===== config.mk =====
export PLATFORM = sky130hd
export DESIGN_NAME = jtag_shift_sequencer
export DESIGN_NICKNAME = d
export VERILOG_FILES = /design/src/rtl/jtag_shift_sequencer.sv
export SDC_FILE = /design/constraint.sdc
export NUM_CORES = 1
export LEC_CHECK = 0
export CAP_MARGIN = 30
export CORE_UTILIZATION = 50
export CTS_CLUSTER_SIZE = 30
export DETAILED_ROUTE_END_ITERATION = 16
export GPL_ROUTABILITY_DRIVEN = 0
export HOLD_SLACK_MARGIN = 0.05
export PLACE_DENSITY = 0.77
export SYNTH_ARGS = -nofsm -noshare
export SYNTH_HDL_FRONTEND = slang
export SYNTH_SLANG_ARGS = --single-unit

===== constraint.sdc =====
create_clock -name clk -period 6.9 [get_ports clk]
set_input_delay 1.035 -clock clk [delete_from_list [all_inputs] [get_ports clk]]
set_output_delay 1.035 -clock clk [all_outputs]
set_load 0.05 [all_outputs]

===== src/rtl/jtag_shift_sequencer.sv =====
// Turns op/len/data commands into TCK-slot tms/tdi pairs for a JTAG TAP and captures tdo.
// SHIFT_DR is N+5 cycles and SHIFT_IR is N+6 cycles from accept to rsp_valid (+1 from Test-Logic-Reset); a held response blocks new commands.
module jtag_shift_sequencer #(
  parameter int WIDTH = 32,
  localparam int LW = (WIDTH > 1) ? $clog2(WIDTH) : 1
) (
  input  logic             clk,
  input  logic             trst,
  input  logic             cmd_valid,
  output logic             cmd_ready,
  input  logic [1:0]       cmd_op,
  input  logic [LW-1:0]    cmd_len,
  input  logic [WIDTH-1:0] cmd_data,
  output logic             tms,
  output logic             tdi,
  input  logic             tdo,
  output logic             rsp_valid,
  input  logic             rsp_ready,
  output logic [WIDTH-1:0] rsp_data,
  output logic             busy
);

  typedef enum logic [2:0] {
    S_IDLE,
    S_ENTER,
    S_PRE,
    S_SHIFT,
    S_POST,
    S_RUN,
    S_RST
  } state_e;

  localparam logic [1:0] OP_RESET    = 2'b00;
  localparam logic [1:0] OP_RUN      = 2'b01;
  localparam logic [1:0] OP_SHIFT_IR = 2'b10;
  localparam logic [1:0] OP_SHIFT_DR = 2'b11;

  state_e           state_q, state_d;
  logic [1:0]       op_q, op_d;
  logic [LW-1:0]    len_q, len_d;
  logic [WIDTH-1:0] data_q, data_d;
  logic [LW-1:0]    cnt_q, cnt_d;
  logic [2:0]       step_q, step_d;
  logic             tlr_q, tlr_d;
  logic             tms_q, tms_d;
  logic             tdi_q, tdi_d;
  logic             rsp_valid_q, rsp_valid_d;
  logic [WIDTH-1:0] rsp_data_q, rsp_data_d;

  logic             cmd_accept;
  logic [2:0]       pre_last;

  assign cmd_ready  = (state_q == S_IDLE) && !rsp_valid_q;
  assign cmd_accept = cmd_valid && cmd_ready;
  // IR path needs one extra Select-IR-Scan slot before Capture.
  assign pre_last   = (op_q == OP_SHIFT_IR) ? 3'd3 : 3'd2;

  always_ff @(posedge clk or negedge trst) begin
    if (!trst) begin
      state_q     <= S_IDLE;
      op_q        <= OP_RESET;
      len_q       <= '0;
      data_q      <= '0;
      cnt_q       <= '0;
      step_q      <= '0;
      tlr_q       <= 1'b1;
      tms_q       <= 1'b1;
      tdi_q       <= 1'b0;
      rsp_valid_q <= 1'b0;
      rsp_data_q  <= '0;
    end else begin
      state_q     <= state_d;
      op_q        <= op_d;
      len_q       <= len_d;
      data_q      <= data_d;
      cnt_q       <= cnt_d;
      step_q      <= step_d;
      tlr_q       <= tlr_d;
      tms_q       <= tms_d;
      tdi_q       <= tdi_d;
      rsp_valid_q <= rsp_valid_d;
      rsp_data_q  <= rsp_data_d;
    end
  end

  // Next-state: state_q names the slot whose tms/tdi is on the wire this cycle.
  always_comb begin
    state_d     = state_q;
    op_d        = op_q;
    len_d       = len_q;
    data_d      = data_q;
    cnt_d       = cnt_q;
    step_d      = step_q;
    tlr_d       = tlr_q;
    rsp_valid_d = rsp_valid_q;
    rsp_data_d  = rsp_data_q;

    if (rsp_valid_q && rsp_ready) begin
      rsp_valid_d = 1'b0;
    end

    case (state_q)
      S_IDLE: begin
        if (cmd_accept) begin
          op_d       = cmd_op;
          len_d      = cmd_len;
          data_d     = cmd_data;
          cnt_d      = '0;
          step_d     = '0;
          rsp_data_d = '0;
          if (cmd_op == OP_RESET) begin
            state_d = S_RST;
          end else if (tlr_q) begin
            state_d = S_ENTER;
          end else if (cmd_op == OP_RUN) begin
            state_d = S_RUN;
          end else begin
            state_d = S_PRE;
          end
        end
      end
      S_ENTER: begin
        tlr_d   = 1'b0;
        state_d = (op_q == OP_RUN) ? S_RUN : S_PRE;
      end
      S_PRE: begin
        if (step_q == pre_last) begin
          state_d = S_SHIFT;
          cnt_d   = '0;
        end else begin
          step_d = step_q + 3'd1;
        end
      end
      S_SHIFT: begin
        // tdo for slot k is valid at the edge that closes the slot.
        rsp_data_d[cnt_q] = tdo;
        if (cnt_q == len_q) begin
          state_d = S_POST;
          step_d  = '0;
        end else begin
          cnt_d = cnt_q + 1'b1;
        end
      end
      S_POST: begin
        if (step_q == 3'd1) begin
          state_d     = S_IDLE;
          rsp_valid_d = 1'b1;
        end else begin
          step_d = step_q + 3'd1;
        end
      end
      S_RUN: begin
        if (cnt_q == len_q) begin
          state_d = S_IDLE;
        end else begin
          cnt_d = cnt_q + 1'b1;
        end
      end
      S_RST: begin
        if (step_q == 3'd4) begin
          state_d = S_IDLE;
          tlr_d   = 1'b1;
        end else begin
          step_d = step_q + 3'd1;
        end
      end
      default: begin
        state_d = S_IDLE;
      end
    endcase
  end

  // Pin values for the slot being entered, so tms/tdi leave straight from flops.
  always_comb begin
    tms_d = 1'b0;
    tdi_d = 1'b0;
    case (state_d)
      S_IDLE:  tms_d = tlr_d;
      S_ENTER: tms_d = 1'b0;
      S_PRE: begin
        if (op_d == OP_SHIFT_IR) begin
          tms_d = (step_d <= 3'd1);
        end else begin
          tms_d = (step_d == 3'd0);
        end
      end
      S_SHIFT: begin
        tms_d = (cnt_d == len_d);
        tdi_d = data_d[cnt_d];
      end
      S_POST:  tms_d = (step_d == 3'd0);
      S_RUN:   tms_d = 1'b0;
      S_RST:   tms_d = 1'b1;
      default: tms_d = 1'b0;
    endcase
  end

  assign tms       = tms_q;
  assign tdi       = tdi_q;
  assign rsp_valid = rsp_valid_q;
  assign rsp_data  = rsp_data_q;
  assign busy      = (state_q != S_IDLE);

endmodule


Word-level counts from Yosys, hierarchy flattened
Index checks and enable logic that the tools add are counted.
{ "classes": {"add_sub_neg": 2, "magnitude_cmp": 4, "eq_ne": 20, "muxes": 43, "n_reduce_logical": 13} }
{ "ops": {"columns": ["cell", "n"], "rows": [
  ["$mux W32", 3],
  ["$pmux W32 S2", 1],
  ["$mux W3", 15],
  ["$bwmux W32", 1],
  ["$mux W5", 5],
  ["$pmux W3 S7", 1],
  ["$eq A3 B3 Y1 const B", 6],
  ["$pmux W3 S5", 1],
  ["$pmux W5 S3", 1],
  ["$eq A3 B2 Y1 const B", 4],
  ["$lt A5 B6 Y1 const B", 2],
  ["$eq A5 B5 Y1", 2],
  ["$logic_not A3 Y1", 3],
  ["$mux W1", 9],
  ["$eq A3 B1 Y1 const B", 2],
  ["$add A5 B1 Y5 const B", 1],
  ["$bmux W1 S5", 1],
  ["$demux W1 S5", 1],
  ["$ge A5 B1 Y1 const B", 1],
  ["$pmux W1 S5", 1],
  ["$eq A2 B1 Y1 const B", 2],
  ["$eq A2 B2 Y1 const B", 2],
  ["$logic_and A1 B1 Y1", 4],
  ["$mux W2", 2],
  ["11 further kinds", 11]
]} }
{ "totals": {"register_bits": 86, "input_bits": 44, "output_inout_bits": 37, "wordCells": 93} }

Longest topological paths before layout
{ "depth": {"ltp_word": 8, "mapped_depth": 13, "mapped_depth_nobuf": 11} }

Least setup slack after synthesis
Ideal clock, no wire load.
{ "synth_path": {"kind": "input-to-reg", "start": "input port cmd_valid", "end": "register tdi_q, in the netlist tdi", "setup_time_ns": 0.125, "arrival_time_ns": 2.925, "required_ns": 6.775, "slack_ns": 3.850, "stages": 9, "n_path_buf": 0, "cell_sequence": "nand2b_1 nor2_8 a211o_1 o21a_1 a21oi_2 mux4_2 or3b_1 o2111ai_1 o31ai_2"} }
{ "synth_via": {"elab_chain_cells": 6, "elab_cells_between_ends": 11, "classes_between": "eq/ne (1); mux (9); reduce/logical (1)"} }
{ "synth_rtl": {"columns": ["item", "line_no", "rtl"], "rows": [
  ["start: declaration", "9", "input logic cmd_valid,"],
  ["$logic_and A1 B1 Y1", "54", "assign cmd_accept = cmd_valid && cmd_ready;"],
  ["$mux W5", "104", "if (cmd_accept) begin"],
  ["$pmux W5 S3", "102", "case (state_q)"],
  ["named net cnt_d[0]", "42", "logic [LW-1:0] cnt_q, cnt_d;"],
  ["$bmux W1 S5", "189", "tdi_d = data_d[cnt_d];"],
  ["$mux W1 (implied by the code)", "189", null],
  ["$mux W1", "177", "case (state_d)"],
  ["named net tdi_d", "46", "logic tdi_q, tdi_d;"],
  ["end signal: assignment", "80", "tdi_q <= tdi_d;"],
  ["end: declaration", "46", null]
]} }
The timed path passes the listed nets, and every way through them passes these cells. The select of a mux whose other input is x is not followed.
A chain may end at the register's enable or synchronous reset.

Final worst setup path
{ "layout_path": {"start": "input port cmd_valid", "end": "register tdi_q, in the netlist tdi"} }
{ "layout_via": {"elab_chain_cells": 6, "elab_cells_between_ends": 11, "classes_between": "eq/ne (1); mux (9); reduce/logical (1)"} }
{ "layout_rtl": {"columns": ["item", "line_no"], "rows": [
  ["$logic_and A1 B1 Y1 *", "54"],
  ["$mux W5 / $mux W32 (equally long branches)", "104"],
  ["$pmux W5 S3 / $mux W32 (equally long branches)", "102"],
  ["$bmux W1 S5", "189"],
  ["$mux W1 (implied by the code)", "189"],
  ["$mux W1 *", "177"],
  ["named net tdi_d", "46"]
]} }
The timed path passes the listed nets; every way through them passes the cells marked *. The select of a mux whose other input is x is not followed.

==> results.py <==
metrics = {
    "outcome": {
        "status": "finished, final reports clean",
    },
    "setup_path": {
        "crit_required_ps": 7140,
        "startpoint": "cmd_valid",
        "path_cells": "clkdlybuf4s50_1 > nand2b_1 > nor2_8 > a2111oi_2 > nor3b_2 > buf_4 > mux4_2 > or3b_1 > o2111ai_1 > o31ai_2",
        "crit_path_max_incr_delay_ps": 510,
        "reg2regPathDepth": 9,
        "crit_type": "primary input to register",
        "slowest_stage": "mux4_2",
        "rr_startpoint": "state_q[0]",
        "worstReg2RegEnd": "tdi",
        "crit_cells": 10,
        "critPathCaptureType": "register",
        "regToRegSetupSlack_ps": 3480,
        "cp-start-kind": "primary input",
        "crit_arrival_ps": 3810,
        "crit_path_end": "tdi",
        "worst_path_dominant_cell_family": "simple AND/OR/NAND/NOR gates",
        "crit_path_max_fanout": 45,
        "cp.buffers_inverters": 2,
    },
    "placement": {
        "dpl_cell_area_um2": 5296,
        "portBuffers": 80,
        "post-dp-hpwl_mm": 7.469,
    },
    "synth": {
        "yosys_warnings": 0,
        "avgSynthCellArea_um2": 8.884,
        "synth_seq_area_share_pct": 47.83,
        "synth_seq_cells": 86,
        "ys_top_cells_by_area": "dfrtp_1, nand2_1, o21ai_0",
        "synth_ff_type": "dfrtp_1",
        "syn-instance-count": 507,
        "async_flop_share_pct": 100.0,
        "synth_edf_count": 0,
        "syn-cell-area_um2": 4504,
        "synth.top_cell.area_share_pct": 46.67,
        "synth_cell_type_count": 57,
        "syn_nets": 558,
        "netlist.top_cell.by_area": "dfrtp_1",
    },
    "global_routing": {
        "grt_max_degree": 67,
        "grt.total_usage_pct": 22.94,
        "grt_pass1_vias": 3701,
        "grt_pass1_wl_mm": 17.45,
        "overflow": 0,
        "antenna_found_initial": 0,
    },
    "hold_path": {
        "min_path_type": "register to register",
    },
    "finish": {
        "final_layout_size_suffix_gt1_share_pct": 7.343,
        "finalNetCount": 618,
        "layout_common_cells": "nand2_1, dfrtp_1, clkdlybuf4s50_1",
        "areaGrowthSynthToFinish_pct": 22.33,
        "final_cell_area_um2": 5510,
        "final_common_cell": "nand2_1",
        "diodes": 0,
    },
    "power_and_ir_drop": {
        "ir_worst_vdd_v": 0.0001787,
        "clkPwrFrac_pct": 17.4,
        "leakage_uw": 0.002539,
        "cellInternalPower_uw": 1279,
        "power.total_uw": 2224,
        "p_sw_share_pct": 42.49,
        "p_switching_uw": 945.1,
        "seqPwrFrac_pct": 34.1,
        "p_comb_share_pct": 48.6,
        "powerDensity_nw_per_um2": 403.7,
    },
    "clock_tree": {
        "cts.sinks": 86,
        "clk_pin_slew_ps": 80,
        "cts_max_level": 3,
        "cts_inserted_buffers": 9,
        "clk_latency_ps": 360,
        "cts_resized": 0,
        "post_cts_buffers": 0,
        "cts_tree": "built",
        "cts-root-to-sink-buffers": 2,
        "hold_buffers": 0,
        "cts-root-buf": "clkbuf_8",
    },
    "sta": {
        "worst_pin_slew_ps": 961.0,
        "min_period_ps": 3573,
        "setup_violations": 0,
        "fin_tns_setup_ps": 0,
        "post-route-period-util_pct": 51.78,
        "fin_skew_ps": 8.291,
        "rsz0062_at_grt": "false",
        "max_freq_mhz": 279.9,
        "final-max-slew-violation-count": 0,
        "hold_viol_final": 0,
        "max_slew_margin_pct": 35.78,
    },
    "drt": {
        "avgViaCountPerCell": 5.668,
        "postRouteAntennaNets": 0,
        "drc_errors": 0,
        "via_count": 3854,
        "wirelength_mm": 10.51,
        "first_pass_iters": 4,
        "detail_route.wl_per_cell_um": 15.46,
        "drtIter0Drc": 313,
    },
    "floorplan": {
        "fp.coreArea_um2": 8721,
        "die_h_um": 96.92,
        "die_w_um": 96.92,
        "dieArea_um2": 9393,
        "start_util_pct": 51.65,
        "num_io_pins": 81,
        "num_rows": 34,
    },
    "job": {
        "cap_viol_max_count": 0,
    },
}
## registers in the layout, summed over array words and instances (netlist names), 2 cells and up
signal    count
op_q          2
state_q       3
cnt_q         5
data_q       32
rsp_data     32
len_q         5
step_q        3
## Yosys cell counts (2+ instances only)
library cell and count:
a211o_1 2, a21oi_1 41, a22o_1 3, a31oi_1 6, and2_1 3, and3_1 3
and3b_1 2, buf_1 5, buf_2 8, buf_6 6, clkbuf_1 14, dfrtp_1 84
dfstp_2 2, ha_1 7, inv_1 10, mux2i_1 3, mux4_2 7, nand2_1 135
nand2b_1 7, nand3_1 9, nand3b_1 3, nand4_1 3, nor2_1 18, nor2b_1 4
nor3_1 3, o21ai_0 72, o22ai_1 3, or2_2 2, or3_1 2, or3b_1 2
or3b_2 2, xnor2_1 3, xor2_1 9
## metal layers
layer	vias up	GRT usage, %	part of all wire [%]
li1	1866	-	-
met1	1821	30.17	43
met2	152	37.70	49
met3	15	5.130	6.4
met4	0	7.463	1.7
met5	-	0	0
## layout make-up
class                   count  area [um2]
inverters                  10       37.54
fillers                   738        3211
multi-input cells         377        2128
repair buffers             83       840.8
well taps                 108       135.1
clock buffers              11       131.4
flip-flops and latches     86        2155
clock inverters             5       82.58
## how the worst min path moves through the flow
stage / startpoint / end / slack (ps) / depth (start not counted)
2_1_floorplan: data_q[11] / data_q[11] / 440 / 2
3_3_place_gp: data_q[31] / data_q[31] / 460 / 2
3_5_place_dp: data_q[31] / data_q[31] / 460 / 2
4_1_cts: data_q[5] / data_q[5] / 480 / 2
5_1_grt: data_q[22] / data_q[22] / 500 / 2
6_report: data_q[22] / data_q[22] / 490 / 2
## kinds of logic (layout without fill, tap and decap cells)
family / count (synthesis) / count (layout) / share of synthesized area [%]
multiplexers: 11 / 11 / 4.417
adder cells (fa/ha/maj): 7 / 7 / 1.944
flip-flops: 86 / 86 / 47.83
AND/OR/NAND/NOR: 205 / 205 / 20.83
AO/OA/AOI/OAI: 142 / 142 / 17.72
XOR/XNOR: 12 / 12 / 2.334
buffers and inverters: 44 / 109 / 4.917
## metrics by stage
step	hold WS (ps)	worst slack (ps)	utilization (%)	instances
finish	485.1	3327	63.19	680
global route	502.3	3152	63.19	680
CTS	484.0	3319	63.19	680
detailed placement	458.1	2943	60.73	664
global placement	456.9	3045	60.42	663
floorplan	436.0	3850	-	507
## power by group through the flow
stage               sequential, uW  combinational, uW  clock [uW]
finish                         758               1080         386
global route                   776               1180         415
CTS                            757               1080         390
detailed placement             765               1070           0
global placement               759               1030           0
floorplan                      756                833           0
## worst register-to-register path, stage by stage, from the launching register on
cell and delay, ps:
dfrtp_1 570, or3_1 560, nor2_8 510, a2111oi_2 110, nor3b_2 210, buf_4 250
mux4_2 520, or3b_1 370, o2111ai_1 140, o31ai_2 80
No activity file was read; power rests on OpenSTA's default activity.
